$ cat src/rtl/load_buffer.sv
// Load buffer: tracks in-flight loads through store-queue forwarding, memory
// access and writeback, with flush squashing and out-of-order memory responses.
module load_buffer #(
    parameter int XLEN  = 32,
    parameter int DEPTH = 4,
    parameter int PRW   = 6,
    parameter int ROBW  = 5,
    parameter int LSQW  = 3,
    parameter int TW    = $clog2(DEPTH)
) (
    input  logic            clock,
    input  logic            reset,
    input  logic            flush,
    input  logic            in_valid,
    output logic            in_ready,
    input  logic [XLEN-1:0] in_base,
    input  logic [11:0]     in_imm,
    input  logic [1:0]      in_size,
    input  logic            in_unsigned,
    input  logic [PRW-1:0]  in_dest_pr,
    input  logic [ROBW-1:0] in_rob,
    input  logic [LSQW-1:0] in_sq_tail,
    output logic            sq_valid,
    output logic [XLEN-1:0] sq_addr,
    output logic [LSQW-1:0] sq_tail,
    input  logic            sq_stall,
    input  logic [3:0]      sq_bytes,
    input  logic [XLEN-1:0] sq_data,
    output logic            mem_req_valid,
    input  logic            mem_req_ready,
    output logic [XLEN-1:0] mem_req_addr,
    output logic [TW-1:0]   mem_req_tag,
    input  logic            mem_resp_valid,
    input  logic [TW-1:0]   mem_resp_tag,
    input  logic [XLEN-1:0] mem_resp_data,
    output logic            out_valid,
    input  logic            out_stall,
    output logic [PRW-1:0]  out_dest_pr,
    output logic [ROBW-1:0] out_rob,
    output logic [XLEN-1:0] out_data
);
    typedef enum logic [2:0] {
        S_FREE, S_SQ, S_MEM_REQ, S_MEM_WAIT, S_DONE, S_DRAIN
    } state_e;

    state_e          state_q [DEPTH];
    state_e          state_d [DEPTH];
    logic [XLEN-1:0] addr_q [DEPTH], addr_d [DEPTH];
    logic [1:0]      size_q [DEPTH], size_d [DEPTH];
    logic            is_unsigned_q [DEPTH], is_unsigned_d [DEPTH];
    logic [PRW-1:0]  dest_pr_q [DEPTH], dest_pr_d [DEPTH];
    logic [ROBW-1:0] rob_q [DEPTH], rob_d [DEPTH];
    logic [LSQW-1:0] sq_tail_q [DEPTH], sq_tail_d [DEPTH];
    logic [3:0]      use_bytes_q [DEPTH], use_bytes_d [DEPTH];
    logic [3:0]      fwd_bytes_q [DEPTH], fwd_bytes_d [DEPTH];
    logic [XLEN-1:0] data_q [DEPTH], data_d [DEPTH];

    // Hold flags pin the presented entry so a stalled request/output stays stable.
    logic            mem_hold_q, mem_hold_d;
    logic [TW-1:0]   mem_hold_idx_q, mem_hold_idx_d;
    logic            out_hold_q, out_hold_d;
    logic [TW-1:0]   out_hold_idx_q, out_hold_idx_d;

    logic            free_any, sq_any, mr_any, done_any, mr_vld;
    logic [TW-1:0]   alloc_idx, sq_idx, mr_idx, done_idx, mr_sel, out_sel;
    logic [DEPTH-1:0] resp_hit;
    logic [XLEN-1:0] issue_addr, merged, out_word, out_fmt;
    logic [1:0]      out_off;
    logic [7:0]      out_byte;
    logic [15:0]     out_half;

    function automatic logic [3:0] use_mask(input logic [1:0] size, input logic [1:0] off);
        case (size)
            2'b00:   use_mask = 4'b0001 << off;
            2'b01:   use_mask = off[1] ? 4'b1100 : 4'b0011;
            default: use_mask = 4'b1111;
        endcase
    endfunction

    assign issue_addr = in_base + {{(XLEN-12){in_imm[11]}}, in_imm};

    // Descending scan so the lowest matching index wins each selection.
    always_comb begin
        free_any = 1'b0; alloc_idx = '0;
        sq_any   = 1'b0; sq_idx    = '0;
        mr_any   = 1'b0; mr_idx    = '0;
        done_any = 1'b0; done_idx  = '0;
        resp_hit = '0;
        for (int i = DEPTH - 1; i >= 0; i--) begin
            if (state_q[i] == S_FREE)    begin free_any = 1'b1; alloc_idx = TW'(i); end
            if (state_q[i] == S_SQ)      begin sq_any   = 1'b1; sq_idx    = TW'(i); end
            if (state_q[i] == S_MEM_REQ) begin mr_any   = 1'b1; mr_idx    = TW'(i); end
            if (state_q[i] == S_DONE)    begin done_any = 1'b1; done_idx  = TW'(i); end
            resp_hit[i] = mem_resp_valid && (mem_resp_tag == TW'(i));
        end
    end

    assign in_ready      = free_any && !flush;
    assign mr_vld        = mem_hold_q || mr_any;
    assign mr_sel        = mem_hold_q ? mem_hold_idx_q : mr_idx;
    assign out_sel       = out_hold_q ? out_hold_idx_q : done_idx;
    assign out_valid     = (out_hold_q || done_any) && !flush;
    assign sq_valid      = sq_any;
    assign sq_addr       = sq_any ? {addr_q[sq_idx][XLEN-1:2], 2'b00} : '0;
    assign sq_tail       = sq_any ? sq_tail_q[sq_idx] : '0;
    assign mem_req_valid = mr_vld;
    assign mem_req_addr  = mr_vld ? {addr_q[mr_sel][XLEN-1:2], 2'b00} : '0;
    assign mem_req_tag   = mr_vld ? mr_sel : '0;
    assign out_dest_pr   = out_valid ? dest_pr_q[out_sel] : '0;
    assign out_rob       = out_valid ? rob_q[out_sel] : '0;
    assign out_data      = out_valid ? out_fmt : '0;

    always_comb begin
        out_word = data_q[out_sel];
        out_off  = addr_q[out_sel][1:0];
        out_byte = out_word[{out_off, 3'b000} +: 8];
        out_half = out_off[1] ? out_word[31:16] : out_word[15:0];
        case (size_q[out_sel])
            2'b00: out_fmt = is_unsigned_q[out_sel] ? {{(XLEN-8){1'b0}}, out_byte}
                                                    : {{(XLEN-8){out_byte[7]}}, out_byte};
            2'b01: out_fmt = is_unsigned_q[out_sel] ? {{(XLEN-16){1'b0}}, out_half}
                                                    : {{(XLEN-16){out_half[15]}}, out_half};
            default: out_fmt = out_word;
        endcase
    end

    assign mem_hold_d     = !flush && mr_vld && !mem_req_ready;
    assign mem_hold_idx_d = mr_sel;
    assign out_hold_d     = out_valid && out_stall;
    assign out_hold_idx_d = out_sel;

    always_comb begin
        merged = mem_resp_data;
        for (int i = 0; i < DEPTH; i++) begin
            state_d[i]       = state_q[i];
            addr_d[i]        = addr_q[i];
            size_d[i]        = size_q[i];
            is_unsigned_d[i] = is_unsigned_q[i];
            dest_pr_d[i]     = dest_pr_q[i];
            rob_d[i]         = rob_q[i];
            sq_tail_d[i]     = sq_tail_q[i];
            use_bytes_d[i]   = use_bytes_q[i];
            fwd_bytes_d[i]   = fwd_bytes_q[i];
            data_d[i]        = data_q[i];
            merged = mem_resp_data;
            for (int b = 0; b < 4; b++) begin
                if (fwd_bytes_q[i][b]) merged[8*b +: 8] = data_q[i][8*b +: 8];
            end
            if (flush) begin
                // Anything already sent to memory must drain its response before reuse.
                case (state_q[i])
                    S_MEM_WAIT, S_DRAIN: state_d[i] = resp_hit[i] ? S_FREE : S_DRAIN;
                    S_MEM_REQ: state_d[i] = (mr_vld && mem_req_ready && mr_sel == TW'(i))
                                            ? S_DRAIN : S_FREE;
                    default: state_d[i] = S_FREE;
                endcase
            end else begin
                case (state_q[i])
                    S_FREE: if (in_valid && in_ready && alloc_idx == TW'(i)) begin
                        state_d[i]       = S_SQ;
                        addr_d[i]        = issue_addr;
                        size_d[i]        = in_size;
                        is_unsigned_d[i] = in_unsigned;
                        dest_pr_d[i]     = in_dest_pr;
                        rob_d[i]         = in_rob;
                        sq_tail_d[i]     = in_sq_tail;
                        use_bytes_d[i]   = use_mask(in_size, issue_addr[1:0]);
                        fwd_bytes_d[i]   = '0;
                        data_d[i]        = '0;
                    end
                    S_SQ: if (sq_idx == TW'(i) && !sq_stall) begin
                        data_d[i] = sq_data;
                        if ((sq_bytes & use_bytes_q[i]) == use_bytes_q[i]) begin
                            state_d[i] = S_DONE;
                        end else begin
                            state_d[i]     = S_MEM_REQ;
                            fwd_bytes_d[i] = sq_bytes;
                        end
                    end
                    S_MEM_REQ: if (mr_vld && mr_sel == TW'(i) && mem_req_ready) state_d[i] = S_MEM_WAIT;
                    S_MEM_WAIT: if (resp_hit[i]) begin
                        state_d[i] = S_DONE;
                        data_d[i]  = merged;
                    end
                    S_DRAIN: if (resp_hit[i]) state_d[i] = S_FREE;
                    S_DONE: if (out_valid && out_sel == TW'(i) && !out_stall) state_d[i] = S_FREE;
                    default: state_d[i] = S_FREE;
                endcase
            end
        end
    end

    always_ff @(posedge clock) begin
        if (reset) begin
            for (int i = 0; i < DEPTH; i++) begin
                state_q[i]       <= S_FREE;
                addr_q[i]        <= '0;
                size_q[i]        <= '0;
                is_unsigned_q[i] <= 1'b0;
                dest_pr_q[i]     <= '0;
                rob_q[i]         <= '0;
                sq_tail_q[i]     <= '0;
                use_bytes_q[i]   <= '0;
                fwd_bytes_q[i]   <= '0;
                data_q[i]        <= '0;
            end
            mem_hold_q     <= 1'b0;
            mem_hold_idx_q <= '0;
            out_hold_q     <= 1'b0;
            out_hold_idx_q <= '0;
        end else begin
            for (int i = 0; i < DEPTH; i++) begin
                state_q[i]       <= state_d[i];
                addr_q[i]        <= addr_d[i];
                size_q[i]        <= size_d[i];
                is_unsigned_q[i] <= is_unsigned_d[i];
                dest_pr_q[i]     <= dest_pr_d[i];
                rob_q[i]         <= rob_d[i];
                sq_tail_q[i]     <= sq_tail_d[i];
                use_bytes_q[i]   <= use_bytes_d[i];
                fwd_bytes_q[i]   <= fwd_bytes_d[i];
                data_q[i]        <= data_d[i];
            end
            mem_hold_q     <= mem_hold_d;
            mem_hold_idx_q <= mem_hold_idx_d;
            out_hold_q     <= out_hold_d;
            out_hold_idx_q <= out_hold_idx_d;
        end
    end
endmodule

$ cat config.mk
export PLATFORM = sky130hd
export DESIGN_NAME = load_buffer
export DESIGN_NICKNAME = d
export VERILOG_FILES = /design/src/rtl/load_buffer.sv
export SDC_FILE = /design/constraint.sdc
export NUM_CORES = 1
export LEC_CHECK = 0
export BUFFER_PORTS_ARGS = -buffer_cell sky130_fd_sc_hd__buf_2
export CORE_AREA = 2 2 231 233
export CTS_CLUSTER_SIZE = 10
export DETAILED_ROUTE_END_ITERATION = 10
export DIE_AREA = 0 0 233 235
export SLEW_MARGIN = 40
export SYNTH_ARGS = -nofsm -noshare
export SYNTH_HDL_FRONTEND = slang
export SYNTH_SLANG_ARGS = --single-unit
export TNS_END_PERCENT = 30
$ cat constraint.sdc
create_clock -name clock -period 8.66 [get_ports clock]
set_input_delay 2.165 -clock clock [delete_from_list [all_inputs] [get_ports clock]]
set_output_delay 2.165 -clock clock [all_outputs]
set_load 0.005 [all_outputs]
==> flow_summary.json <==
{
  "slowest_stage": "nor3b_2",
  "cpPeakStageDelay_ns": 0.58,
  "route.detailed.drc": 0,
  "clk_latency_ns": 0.59,
  "place_ws_ns": 1.65,
  "routed_via_density": 5.96,
  "required_ns": 6.50,
  "ys.warnings.count": 0,
  "cts_buffer_depth": 3,
  "cts_resized": 0,
  "synth.distinct_cells": 87,
  "critPathKind": "flop to primary output",
  "cts_htree_levels": 2,
  "hold_slack_ns": 0.464,
  "dp_cells": 2879,
  "hold_viol": 0,
  "drtAntennaViolNets": 0,
  "grt_usage_pct": 25.1,
  "drive_gt1_share_pct": 18.5,
  "die_w_um": 233,
  "cts-hold-fix-buffers": 0,
  "rsz0062_at_grt": "false",
  "wl_per_cell_um": 23.5,
  "dr.pass1.iters": 6,
  "finalSetupTns_ns": 0,
  "cts.sinks": 374,
  "ys_seq_area_share_pct": 51.7,
  "cts_root_buffer": "clkbuf_16",
  "startpoint_type": "flop",
  "synth_edf_count": 324,
  "rows": 84,
  "intPower_uw": 3320,
  "vias": 17613,
  "power_density_mw_per_mm2": 196,
  "crit_arrival_ns": 4.64,
  "worstPathCellList": "nor3b_2, nor4_2, nor3_4, buf_4, o22ai_1, nor2_4, mux2_2, a22o_1, a31oi_4, a21oi_1, buf_2",
  "io_pins": 255,
  "drt-initial-drc-count": 1626,
  "grt_pass1_vias": 17497,
  "die_y_um": 235,
  "overflow": 0,
  "syn_inst": 2071,
  "setup_ws_ns": 1.85,
  "netlist.top_cell.by_area": "edfxtp_1",
  "area_growth_pct": 15.1,
  "numCtsBuffers": 45,
  "antenna_found_initial": 4,
  "finalCriticalPeriod_ns": 6.81,
  "crit_fanout": 32,
  "gp_congestion": 0.919,
  "slew_headroom_pct": 42.7,
  "p_switching_uw": 1360,
  "status": "complete, no violations",
  "worst_slew_pin_slew_ns": 0.838,
  "period_share_pct": 78.6,
  "floorplan.die_area_mm2": 0.0548,
  "finish.utilization_pct": 45.8,
  "cts_tree": "built",
  "ir_drop_mv": 0.136,
  "cts.reportedPaths.clkPinSlew_ns": 0.05,
  "nets": 2409,
  "p_clk_share_pct": 37.5,
  "end_kind": "primary output",
  "p_sw_share_pct": 29.1,
  "dp_hpwl_um": 46500,
  "drv_slew": 0,
  "netlist_area_mm2": 0.0208,
  "synth_top_area_share_pct": 46.8,
  "post-cts-setup-buffers": 0,
  "synthTopCellsByCount": "nor2_1 (416), edfxtp_1 (324), a21oi_1 (143), a22oi_1 (140), clkbuf_1 (126)",
  "synth_most_common_cell": "nor2_1",
  "postSynth.asyncResetShare_pct": 0,
  "finalClockSkew_ns": 0.0147,
  "drv_cap": 0,
  "seq_power_share_pct": 44.6,
  "grt_max_degree": 67,
  "instances_no_fill": 2955,
  "core_mm2": 0.0522,
  "grt_pass1_wl_um": 105000,
  "synth.area.top_cells": "edfxtp_1 (47%), nor2_1 (7.5%), a22oi_1 (5.1%), dfxtp_1 (4.8%), a21oi_1 (3.4%)",
  "p_comb_share_pct": 17.9,
  "fmax_ghz": 0.147,
  "start_util_pct": 39.8,
  "final-setup-viol-count": 0,
  "syn_area_per_cell_um2": 10.0,
  "synthFlopType": "edfxtp_1",
  "leakage_uw": 0.00884,
  "ys_ff_latch": 374,
  "wl_um": 69600,
  "hp-class": "flop to flop",
  "port_buffers": 250
}
[placed cells by master, fill, tap and decap left out, types with 10 or more instances in the layout]
master     count
clkbuf_16     45
buf_2        250
dfxtp_1       50
a222oi_1      11
o211ai_1      13
and3_1        12
nor2_1       412
nor2b_1       10
xor2_1        12
a22oi_1      140
o22ai_1       61
buf_4         22
xnor2_1       20
a21o_1        32
o21ai_0       65
nand2_1       79
a211oi_1      16
or3_1         21
clkbuf_1      18
mux4_2        30
nand3_1       26
edfxtp_1     324
nand2b_1      26
ha_1          31
and2_1       103
inv_1         26
nand4_1       12
nor3_1        59
o22a_1        13
a21oi_1      142
mux2i_1       17
[metal layers]
metal,vias up,global-route usage [%],share of wire (%)
li1,8023,-,-
met1,8588,31.6,40
met2,858,42.5,49
met3,140,4.27,8.0
met4,4,10.1,3.7
met5,-,0,0.034
[power groups by stage]
stage | combinational [uW] | sequential (uW) | clock [uW]
after detailed placement | 832 | 2130 | 0
after global routing | 914 | 2100 | 1850
after global placement | 824 | 2120 | 0
final | 839 | 2090 | 1760
after CTS | 836 | 2090 | 1780
after floorplan | 527 | 2100 | 0
[logic make-up after synthesis]
logic type      count (synthesis)  synth area share, %
buf+inv                       190                 3.66
xor+xnor                       32                 1.35
mux                            50                 4.29
fa+ha+maj                      32                 1.96
compound gates                569                 18.3
simple gates                  823                 18.7
flops                         374                 51.7
other cells                     1               0.0181
[through the flow]
| step | power, uW | cell area (um2) |
|---|---|---|
| 3_5_place_dp | 2960 | 22600 |
| 6_report | 4690 | 23900 |
| 4_1_cts | 4710 | 23900 |
| 3_3_place_gp | 2940 | 22500 |
| 5_1_grt | 4860 | 23900 |
| 2_1_floorplan | 2630 | 20800 |
[critical path: cells and delay by family (launching register included)]
family                 cells  cell delay [ns]
AND/OR/NAND/NOR            4             1.45
multiplexers               1             0.44
flip-flops                 1             0.55
AO/OA/AOI/OAI              4             0.99
buffers and inverters      2             0.59
[registers in the layout (all words and copies together), names as in the netlist]
register	cells
state_q	12
mem_hold_q	1
is_unsigned_q	4
out_hold_q	1
rob_q	20
mem_hold_idx_q	2
fwd_bytes_q	16
sq_tail_q	12
size_q	8
use_bytes_q	16
dest_pr_q	24
out_hold_idx_q	2
addr_q	128
data_q	128
[worst paths after layout]
| check | startpoint | endpoint | slack [ns] | cells past startpoint |
|---|---|---|---|---|
| worst min register to register | use_bytes_q[1][1] | use_bytes_q[1][1] | 0.46 | 2 |
| worst max register to register | state_q[3][1] | state_q[3][1] | 4.89 | 11 |
| worst min-delay path | use_bytes_q[1][1] | use_bytes_q[1][1] | 0.46 | 2 |
| worst max-delay path | state_q[2][2] | out_data[20] | 1.85 | 11 |
[area by class of cell]
cell class,count,area (um2)
antenna,1,2.50
inverter,32,120
multi-input combinational,1510,9400
clock inverter,8,87.6
tap,688,861
fill,4966,28300
sequential,374,10700
timing repair buffer,275,1450
clock buffer,67,1250
Power figures use the tool's default switching activity.
